==> config.mk <==
export PLATFORM = sky130hd
export DESIGN_NAME = ddr3_fb_arbiter
export DESIGN_NICKNAME = d
export VERILOG_FILES = /design/src/rtl/ddr3_fb_arbiter.sv
export SDC_FILE = /design/constraint.sdc
export NUM_CORES = 1
export LEC_CHECK = 0
export ABC_AREA = 0
export CAP_MARGIN = 25
export CELL_PAD_IN_SITES_DETAIL_PLACEMENT = 0
export CELL_PAD_IN_SITES_GLOBAL_PLACEMENT = 2
export CORE_AREA = 4 4 152 110
export DETAILED_ROUTE_END_ITERATION = 12
export DIE_AREA = 0 0 156 114
export PLACE_DENSITY_LB_ADDON = 0.1
export SYNTH_ARGS = -nofsm -noshare
export SYNTH_HDL_FRONTEND = slang
export SYNTH_SLANG_ARGS = --single-unit
==> constraint.sdc <==
create_clock -name clk -period 6.7 [get_ports clk]
set_input_delay 0.67 -clock clk [delete_from_list [all_inputs] [get_ports clk]]
set_output_delay 0.67 -clock clk [all_outputs]
set_load 0.03 [all_outputs]
==> src/rtl/ddr3_fb_arbiter.sv <==
// rtl/ddr3_fb_arbiter.sv - burst scheduler sharing one DDR3 port between two camera writers and the display reader
// Ping-pong frame addressing per camera; the display reads the selected camera's last completed bank.
module ddr3_fb_arbiter #(
    parameter int ADDR_W     = 28,
    parameter int LEN_W      = 7,
    parameter int BURST_LEN  = 64,
    parameter int BURST_INC  = 512,
    parameter int FRAME_SPAN = 393216,
    parameter logic [ADDR_W-1:0] CH0_BASE = 28'h0000000,
    parameter logic [ADDR_W-1:0] CH1_BASE = 28'h0400000,
    parameter logic [ADDR_W-1:0] BANK_OFS = 28'h0200000,
    parameter bit PINGPONG = 1'b1
) (
    input  logic              clk,
    input  logic              rst,
    input  logic              calib_done,
    input  logic              wr0_load,
    input  logic              wr0_req,
    input  logic              wr1_load,
    input  logic              wr1_req,
    input  logic              rd_load,
    input  logic              rd_req,
    input  logic              rd_urgent,
    input  logic              rd_sel,
    output logic              cmd_valid,
    input  logic              cmd_ready,
    output logic              cmd_wr,
    output logic [1:0]        cmd_ch,
    output logic [ADDR_W-1:0] cmd_addr,
    output logic [LEN_W-1:0]  cmd_len,
    input  logic              burst_done,
    output logic [2:0]        gnt,
    output logic [1:0]        wr_bank,
    output logic [1:0]        frame_done
);
    localparam logic [ADDR_W-1:0] INC  = BURST_INC[ADDR_W-1:0];
    localparam logic [ADDR_W-1:0] SPAN = FRAME_SPAN[ADDR_W-1:0];

    typedef enum logic [1:0] {IDLE, ISSUE, BUSY} state_t;
    state_t state, state_nx;

    logic [1:0]        rr_last, win;
    logic              win_ok;
    logic [2:0]        req, ld, held, pend;
    logic              pend_sel, rd_cam, rd_bank, sel_now;
    logic [1:0]        last_done_bank;
    logic [ADDR_W-1:0] wptr [2];
    logic [ADDR_W-1:0] rptr, nxt_r, addr0, addr1, addr_r;
    logic [ADDR_W-1:0] nxt_w [2];
    logic              done_now;

    assign req      = {rd_req, wr1_req, wr0_req};
    assign ld       = {rd_load, wr1_load, wr0_load};
    assign done_now = (state == BUSY) && burst_done;
    assign sel_now  = rd_load ? rd_sel : pend_sel;
    assign nxt_w[0] = wptr[0] + INC;
    assign nxt_w[1] = wptr[1] + INC;
    assign nxt_r    = rptr + INC;

    assign addr0  = CH0_BASE + ((PINGPONG && wr_bank[0]) ? BANK_OFS : '0) + wptr[0];
    assign addr1  = CH1_BASE + ((PINGPONG && wr_bank[1]) ? BANK_OFS : '0) + wptr[1];
    assign addr_r = (rd_cam ? CH1_BASE : CH0_BASE) + ((PINGPONG && rd_bank) ? BANK_OFS : '0) + rptr;

    // Urgent read preempts; otherwise round-robin starting after the last winner.
    always_comb begin
        logic [1:0] c;
        win    = 2'd0;
        win_ok = 1'b0;
        c      = (rr_last == 2'd2) ? 2'd0 : rr_last + 2'd1;
        if (calib_done) begin
            if (rd_req && rd_urgent) begin
                win    = 2'd2;
                win_ok = 1'b1;
            end else begin
                for (int k = 0; k < 3; k++) begin
                    if (!win_ok && req[c]) begin
                        win    = c;
                        win_ok = 1'b1;
                    end
                    c = (c == 2'd2) ? 2'd0 : c + 2'd1;
                end
            end
        end
    end

    // A channel winning this cycle counts as granted so its load is deferred, not lost.
    always_comb begin
        for (int n = 0; n < 3; n++) begin
            held[n] = ((state != IDLE) && (cmd_ch == 2'(n))) ||
                      ((state == IDLE) && win_ok && (win == 2'(n)));
        end
    end

    always_ff @(posedge clk) begin
        if (rst) state <= IDLE;
        else     state <= state_nx;
    end

    always_comb begin
        state_nx = state;
        case (state)
            IDLE:    if (win_ok)     state_nx = ISSUE;
            ISSUE:   if (cmd_ready)  state_nx = BUSY;
            BUSY:    if (burst_done) state_nx = IDLE;
            default:                 state_nx = IDLE;
        endcase
    end

    always_comb begin
        cmd_valid = (state == ISSUE);
        gnt       = (state != IDLE) ? (3'b001 << cmd_ch) : 3'b000;
    end

    always_ff @(posedge clk) begin
        if (rst) begin
            cmd_wr         <= 1'b0;
            cmd_ch         <= 2'd0;
            cmd_addr       <= '0;
            cmd_len        <= '0;
            rr_last        <= 2'd2;
            wptr[0]        <= '0;
            wptr[1]        <= '0;
            rptr           <= '0;
            wr_bank        <= 2'b00;
            last_done_bank <= 2'b00;
            rd_cam         <= 1'b0;
            rd_bank        <= 1'b0;
            pend           <= 3'b000;
            pend_sel       <= 1'b0;
            frame_done     <= 2'b00;
        end else begin
            frame_done <= 2'b00;
            if (state == IDLE && win_ok) begin
                cmd_ch   <= win;
                rr_last  <= win;
                cmd_wr   <= (win != 2'd2);
                cmd_len  <= BURST_LEN[LEN_W-1:0];
                cmd_addr <= (win == 2'd0) ? addr0 : (win == 2'd1) ? addr1 : addr_r;
            end
            for (int n = 0; n < 2; n++) begin
                if (ld[n] && !held[n]) wptr[n] <= '0;
                if (ld[n] &&  held[n]) pend[n] <= 1'b1;
            end
            if (rd_load && !held[2]) begin
                rptr    <= '0;
                rd_cam  <= rd_sel;
                rd_bank <= last_done_bank[rd_sel];
            end
            if (rd_load && held[2]) begin
                pend[2]  <= 1'b1;
                pend_sel <= rd_sel;
            end
            if (done_now) begin
                pend[cmd_ch] <= 1'b0;
                if (cmd_ch == 2'd2) begin
                    if (pend[2] || rd_load) begin
                        rptr    <= '0;
                        rd_cam  <= sel_now;
                        rd_bank <= last_done_bank[sel_now];
                    end else begin
                        rptr <= (nxt_r >= SPAN) ? '0 : nxt_r;
                    end
                end else begin
                    for (int n = 0; n < 2; n++) begin
                        if (cmd_ch == 2'(n)) begin
                            // A wrap wins over a coincident load: the frame is complete.
                            if (nxt_w[n] >= SPAN) begin
                                wptr[n]           <= '0;
                                last_done_bank[n] <= wr_bank[n];
                                if (PINGPONG) wr_bank[n] <= ~wr_bank[n];
                                frame_done[n]     <= 1'b1;
                            end else if (pend[n] || ld[n]) begin
                                wptr[n] <= '0;
                            end else begin
                                wptr[n] <= nxt_w[n];
                            end
                        end
                    end
                end
            end
        end
    end
endmodule

Yosys cells after proc, flatten, opt, wreduce, memory -nomap -nowiden
Memories as Yosys holds them, arrays and structs flattened.
Index checks and enable logic that the tools add are counted.
{"block": "op_classes", "n_addsub": 11, "order_cmp": 10, "eq_ne": 13, "shifts": 1, "n_mux": 117, "bitwise_logic": 14, "reduce_logical": 37}
{"op": "28-bit 2-to-1 mux", "count": 15}
{"op": "28-bit by 10-bit adder with 28-bit output, second input constant", "count": 3}
{"op": "28-bit by 19-bit greater-or-equal comparator with 1-bit output, second input constant", "count": 3}
{"op": "1-bit 2-to-1 mux", "count": 80}
{"op": "22-bit 2-to-1 mux", "count": 3}
{"op": "24-bit by 28-bit adder with 28-bit output", "count": 2}
{"op": "22-bit by 28-bit adder with 28-bit output", "count": 1}
{"op": "23-bit by 22-bit adder with 24-bit output", "count": 1}
{"op": "23-bit by 22-bit adder with 24-bit output, first input constant", "count": 1}
{"op": "23-bit 2-to-1 mux", "count": 1}
{"op": "2-bit 2-to-1 mux", "count": 11}
{"op": "1-bit logical AND", "count": 18}
{"op": "2-bit equality test, second input constant", "count": 6}
{"op": "2-bit by 3-bit less-than comparator with 1-bit output, second input constant", "count": 4}
{"op": "1-bit bitwise OR", "count": 8}
{"op": "4-bit AND reduction", "count": 2}
{"op": "2-bit by 1-bit adder with 2-bit output, second input constant", "count": 3}
{"op": "1-bit binary-select mux with 2-bit select", "count": 3}
{"op": "2-bit by 1-bit equality test with 1-bit output, second input constant", "count": 3}
{"op": "2-bit zero test", "count": 3}
{"op": "1-bit logical OR", "count": 6}
{"op": "3-bit 2-to-1 mux", "count": 2}
{"op": "2-bit inequality test, second input constant", "count": 3}
{"op": "2-bit one-hot mux with 3 select lines", "count": 1}
{"op": "other kinds (12)", "count": 20}
{"block": "totals", "ff_bits": 76, "mem_bits_rw": 56, "in_bits": 13, "output_inout_bits": 46, "wordCells": 220, "n_memories": 1}
{"name": "wptr", "depth": 2, "word_bits": 28, "read_ports": 2, "rd_ports_with_merged_regs": 0, "write_ports": 2, "line": "47", "source": "logic [ADDR_W-1:0] wptr [2];"}

Depth between registers and ports, before layout
Gate-level depths: netlist of the first run.
{"block": "depth", "word_depth": 29, "depth_mapped": 8, "mapped_depth_nobuf": 8}

Worst setup path before layout of the first run
Ideal clock, no wire load.
{"block": "synth_timing", "path_kind": "input -> register", "from": "in wr0_req", "to": "mem wptr[0][10], enable pin", "setup_ns": 0.463, "t_arrival_ns": 3.649, "required_time_ns": 6.237, "path_slack_ns": 2.588, "stages": 3, "path_buffers": 0, "path_cell_list": "o311ai_1 > a21oi_1 > o311ai_0"}
{"element": "start, declared", "line": "18", "source": "input logic wr0_req,"}
{"element": "end, declared", "line": "47"}

Worst setup path after layout of the first run
{"block": "layout_timing", "from": "in burst_done", "to": "reg rptr[5]"}
{"block": "layout_between", "elab_chain_cells": 2}
{"element": "start, declared", "line": "31", "source": "input logic burst_done,"}
{"element": "1-bit logical AND", "line": "54", "source": "assign done_now = (state == BUSY) && burst_done;"}
{"element": "28-bit 2-to-1 mux", "line": "153", "source": "if (done_now) begin"}
{"element": "end signal, assigned", "line": "161", "source": "rptr <= (nxt_r >= SPAN) ? '0 : nxt_r;"}
{"element": "end, declared", "line": "48", "source": "logic [ADDR_W-1:0] rptr, nxt_r, addr0, addr1, addr_r;"}
No other way between the ends.
A chain may end at the register's enable or synchronous reset.

==> impl_metrics.yaml, run 1 <==
clocking:
  cts_setup_buffers: 0
  postCtsHoldBufs: 0
  cts_tree: "built"
  cts_inserted_buffers: 17
  h-tree-depth: 4
  clkSinkCount: 113
  clk_path_buf_depth: 2
  ctsRootBufferMaster: "clkbuf_16"
  clkLatencyLatePin_ns: 0.43
  post_cts_resized: 0
  clkSlewWorstSetupHoldPaths_ns: 0.06
power_and_ir_drop:
  powerDensity_nw_per_um2: 261.3
  leakage_nw: 2.571
  sw_frac_of_total_pct: 27.65
  vdd_drop_max_v: 0.0001477
  p_comb_share_pct: 11.2
  seq_power_share_pct: 41.8
  clkPwrFrac_pct: 47.1
  internal_power_w: 0.001356
  netSwitchingPower_w: 0.0005183
placed_design:
  place_congestion: 0.8278
  io_buffers: 52
  dpl.hpwl_mm: 12.05
timing:
  min_period_ns: 3.289
  final_hold_viol_count: 0
  grt_setup_unrepaired: "false"
  slew_violations: 0
  setup_viol_count_final: 0
  fin_skew_ns: 0.007573
  finalCritPeriodShare_pct: 49.09
  slew-limit-headroom_pct: 29.96
  fmax_mhz: 304.1
  fin_tns_setup_ns: 0
  worst_pin_slew_ns: 1.051
setup_path:
  cp_slowest_stage_delay_ns: 0.92
  startpoint_type: "input port"
  cpLargestDelayFamily: "simple AND/OR/NAND/NOR gates"
  required_ns: 7.05
  worstPathCellList: "clkdlybuf4s50_1, nor4bb_1, nand2_1, nand4bb_1, a2111oi_4, a21oi_2, nor3b_1"
  path_max_fanout: 17
  criticalPathCategory: "input port to flip-flop"
  path_buf_inv: 1
  slowest_stage: "a2111oi_4"
  setup.worst_path.end_class: "flip-flop"
  cp.arrival_ns: 3.63
die:
  fp.dieH_um: 114
  core-area_um2: 15260
  initial_core_util_pct: 38.53
  die_x_um: 156
  io_pins: 59
  rows: 38
  dieArea_um2: 17780
layout:
  fin_nets: 713
  syn2layout_area_growth_pct: 21.98
  seq_area_um2: 2643
  multiInputGateArea_um2: 3038
  nFillCells: 1463
  final_util_pct: 47.00
  num_antenna_cells: 0
  drive_gt1_share_pct: 9.246
route:
  wirelength_mm: 16.82
  drt_first_pass_iters: 6
  first_iter_violations: 346
  antenna_left: 0
  wire_per_inst_um: 18.62
  vias: 5019
  vias_per_cell: 5.558
  drcViolationCount: 0
logic_synthesis:
  synth_top_area_share_pct: 25.53
  synthTopCellsByCount: "dfxtp_1, nor2_1, nand2_1, edfxtp_1, a21oi_1"
  avgSynthCellArea_um2: 9.320
  yosysTopAreaCell: "dfxtp_1"
  synth-main-ff-cell: "dfxtp_1"
  synth_edf_count: 38
  yosysWarningCount: 0
  async_flop_share_pct: 0
  synth_cell_types: 83
  synth-seq-cells: 113
  ys_top_cells_by_area: "dfxtp_1, edfxtp_1, nor2_1, nand2_1, a21oi_1"
  synth_cells: 631
  yosysSeqAreaShare_pct: 44.94
  synth_most_common_cell: "dfxtp_1"
  synth.cell_area_um2: 5881
global_routing:
  antenna_found_initial: 1
  grt_pass1_wl_mm: 26.51
  overflow: 0
  grt_pass1_vias: 4703
  grt_usage_pct: 19.44
  grt_max_degree: 62
hold_path:
  hold_class: "flip-flop to flip-flop"
outcome:
  status: "finished, final reports clean"
run:
  maxCapViolCount: 0
-- worst paths after layout --
path | depth (start not counted) | endpoint | slack, ns | start
setup / recovery | 7 | rptr[5] | 3.41 | burst_done
hold / removal | 2 | pend[2] | 0.44 | pend[2]
setup reg to reg | 6 | rptr[5] | 3.64 | rptr[10]
hold reg to reg | 2 | pend[2] | 0.44 | pend[2]
-- sequential cells by signal, indices dropped and copies added, names as in the netlist, 2 cells and up --
signal,count
frame_done,2
pend,3
state,2
wptr,38
cmd_ch,2
last_done_bank,2
wr_bank,2
rptr,28
cmd_addr,28
-- final cells by class --
class / instances / share of cell area [%]
Inverter: 26 / 1.361
Clock buffer: 18 / 6.279
Clock inverter: 14 / 1.762
Multi-Input combinational cell: 473 / 42.35
Tap cell: 200 / 3.489
Timing Repair Buffer: 59 / 7.919
Sequential cell: 113 / 36.84
-- power groups by stage --
stage	clock network, W	registers, W	logic (W)
floorplan	0	0.000807	0.000115
global placement	0	0.000797	0.000207
detailed placement	0	0.000797	0.000208
CTS	0.000899	0.000783	0.000209
global route	0.000933	0.000789	0.000227
finish	0.000882	0.000783	0.000209
-- cells in the final DEF (no fill, tap or decap), drive strengths merged, types with 5 or more instances in the layout --
cell	n
xnor2	18
a221oi	11
or2	5
a31oi	5
a211oi	9
a311oi	7
nor2b	9
nor2	65
nor4	10
nand4	18
edfxtp	38
conb	24
and2	7
nor3	12
and3	7
nand3	34
clkinv	6
clkdlybuf4s50	51
a21oi	37
o21ai	18
mux2i	8
o211ai	5
inv	32
buf	8
clkbuf	18
nand2	50
dfxtp	75
nor3b	11
ha	9
xor2	17
-- worst min-delay path, cell delays in order, from the launching register on --
cell and delay [ns]:
dfxtp_1 0.30, inv_1 0.04, a21oi_1 0.05
-- logic make-up after synthesis --
logic type               share of synthesized area, %
XOR/XNOR                                        5.213
buffers and inverters                           5.298
other                                         0.06377
multiplexers                                    1.936
flip-flops                                      44.94
AO/OA/AOI/OAI                                   17.83
AND/OR/NAND/NOR                                 22.47
adder cells (fa/ha/maj)                         2.255
-- per-stage QoR --
stage                     setup WS (ns)  total power, W  hold slack, ns  cell area, µm²  cells
final                             3.411        0.001875          0.4416            7173    903
after floorplan                   2.588       0.0009219          0.4219            5967    654
after detailed placement          3.007        0.001005          0.4375            6596    871
after global placement            3.162        0.001003          0.4343            6596    871
after global routing              3.133        0.001949          0.4689            7173    903
after CTS                         3.469        0.001891          0.4461            7173    903
-- routing by layer --
layer	GRT usage [%]	vias to the layer above	part of all wire (%)
li1	-	2438	-
met1	29.53	2421	51
met2	26.37	137	41
met3	5.802	21	6.8
met4	5.539	2	1.3
met5	0	-	0.077
(Power assumes the default switching activity.)
==> inputs of run 2 (changes only) <==
Settings changed: CORE_AREA 4 4 152 110 to 4 4 158 114, DIE_AREA 0 0 156 114 to 0 0 162 118.
Clock period 6.7 ns to 3.2 ns, I/O delays scaled along.
==> impl_metrics.yaml, run 2 (synthesis results as in run 1) <==
global_routing:
  grt_pass1_vias: 4715
  overflow: 0
  grt_usage_pct: 18.31
  grt_max_degree: 61
  antenna_found_initial: 0
  grt_pass1_wl_mm: 27.26
timing:
  grt_setup_unrepaired: "false"
  slew_violations: 0
  slew-limit-headroom_pct: 34.75
  finalCritPeriodShare_pct: 87.54
  setup_viol_count_final: 0
  fin_skew_ns: 0.005760
  fmax_mhz: 357.0
  fin_tns_setup_ns: 0
  worst_pin_slew_ns: 0.9751
  final_hold_viol_count: 0
  min_period_ns: 2.801
die:
  dieArea_um2: 19120
  core-area_um2: 16300
  io_pins: 59
  initial_core_util_pct: 36.08
  rows: 39
  fp.dieH_um: 118
  die_x_um: 162
clocking:
  postCtsHoldBufs: 0
  clkLatencyLatePin_ns: 0.42
  cts_tree: "built"
  cts_setup_buffers: 0
  post_cts_resized: 0
  cts_inserted_buffers: 17
  h-tree-depth: 4
  clkSinkCount: 113
  clkSlewWorstSetupHoldPaths_ns: 0.06
  clk_path_buf_depth: 2
  ctsRootBufferMaster: "clkbuf_16"
power_and_ir_drop:
  internal_power_w: 0.002863
  vdd_drop_max_v: 0.0002713
  seq_power_share_pct: 41.7
  leakage_nw: 2.590
  powerDensity_nw_per_um2: 542.4
  p_total_w: 0.003941
  p_comb_share_pct: 11.2
  sw_frac_of_total_pct: 27.35
  netSwitchingPower_w: 0.001078
  clkPwrFrac_pct: 47.0
layout:
  reg.largest.list: "wptr: 38 flops, cmd_addr: 28 flops, rptr: 28 flops"
  fin_area_um2: 7266
  drive_gt1_share_pct: 10.11
  syn2layout_area_growth_pct: 23.55
  layout_common_cells: "dfxtp_1, nor2_1, clkdlybuf4s50_1"
  final_util_pct: 44.58
  largest_register: "wptr"
  fin_nets: 722
  largest_reg_flops: 38
  num_antenna_cells: 0
  final_common_cell: "dfxtp_1"
route:
  antenna_left: 0
  wire_per_inst_um: 18.33
  first_iter_violations: 365
  vias: 5040
  drt_first_pass_iters: 5
  wirelength_mm: 17.17
  vias_per_cell: 5.379
  drcViolationCount: 0
hold_path:
  hold_class: "flip-flop to flip-flop"
run:
  maxCapViolCount: 0
placed_design:
  dpl.hpwl_mm: 12.39
  io_buffers: 52
  placed_area_um2: 6695
  place_congestion: 0.8047
outcome:
  status: "finished, final reports clean"
setup_path:
  path_max_fanout: 10
  criticalPathCategory: "flip-flop to flip-flop"
  setup.worst_path.end_class: "flip-flop"
  startpoint_type: "flip-flop"
  cp.arrival_ns: 3.07
  required_ns: 3.47
-- run 2: cell type report --
| cell class | instances | area, µm² |
|---|---|---|
| well taps | 225 | 281.5 |
| multi-input cells | 473 | 3038 |
| repair buffers | 68 | 635.6 |
| fillers | 1586 | 9032 |
| clock buffers | 18 | 429.2 |
| clock inverters | 14 | 141.4 |
| inverters | 26 | 97.59 |
| flip-flops and latches | 113 | 2643 |
-- run 2: path summary, 6_finish.rpt --
check	startpoint	to	slack [ns]	depth (start not counted)
hold / removal	pend[2]	pend[2]	0.45	2
hold reg to reg	pend[2]	pend[2]	0.45	2
setup reg to reg	wptr[1][13]	wptr[1][18]	0.40	6
setup / recovery	wptr[1][13]	wptr[1][18]	0.40	6
-- run 2: metal layers --
metal | share of wire, % | GRT usage, % | vias up
met5 | 0 | 0 | -
met2 | 41 | 24.27 | 135
met4 | 1.3 | 5.758 | 0
met3 | 5.1 | 4.375 | 21
met1 | 53 | 28.67 | 2433
li1 | - | - | 2451
-- run 2: power groups by stage --
| stage | Combinational (W) | Sequential (W) | Clock, W |
|---|---|---|---|
| final | 0.000443 | 0.00164 | 0.00185 |
| after global routing | 0.000482 | 0.00165 | 0.00197 |
| after CTS | 0.000443 | 0.00164 | 0.00189 |
| after detailed placement | 0.000441 | 0.00167 | 0 |
| after global placement | 0.000440 | 0.00167 | 0 |
| after floorplan | 0.000242 | 0.00169 | 0 |
-- run 2: worst max-delay path, cell delays in order, from the launching register on --
cell      delay (ns)
edfxtp_1        0.47
nand4_1         0.32
nor4_1          0.49
or3b_2          0.48
a32oi_1         0.38
nand3_2         0.32
nor2_1          0.19
-- run 2: stage by stage --
step / instances / worst slack (ns) / hold slack (ns)
after floorplan: 654 / 0.2410 / 0.4219
final: 937 / 0.3988 / 0.4523
after detailed placement: 905 / 0.3875 / 0.4464
after CTS: 937 / 0.4089 / 0.4550
after global placement: 905 / 0.4115 / 0.4360
after global routing: 937 / 0.2455 / 0.4740
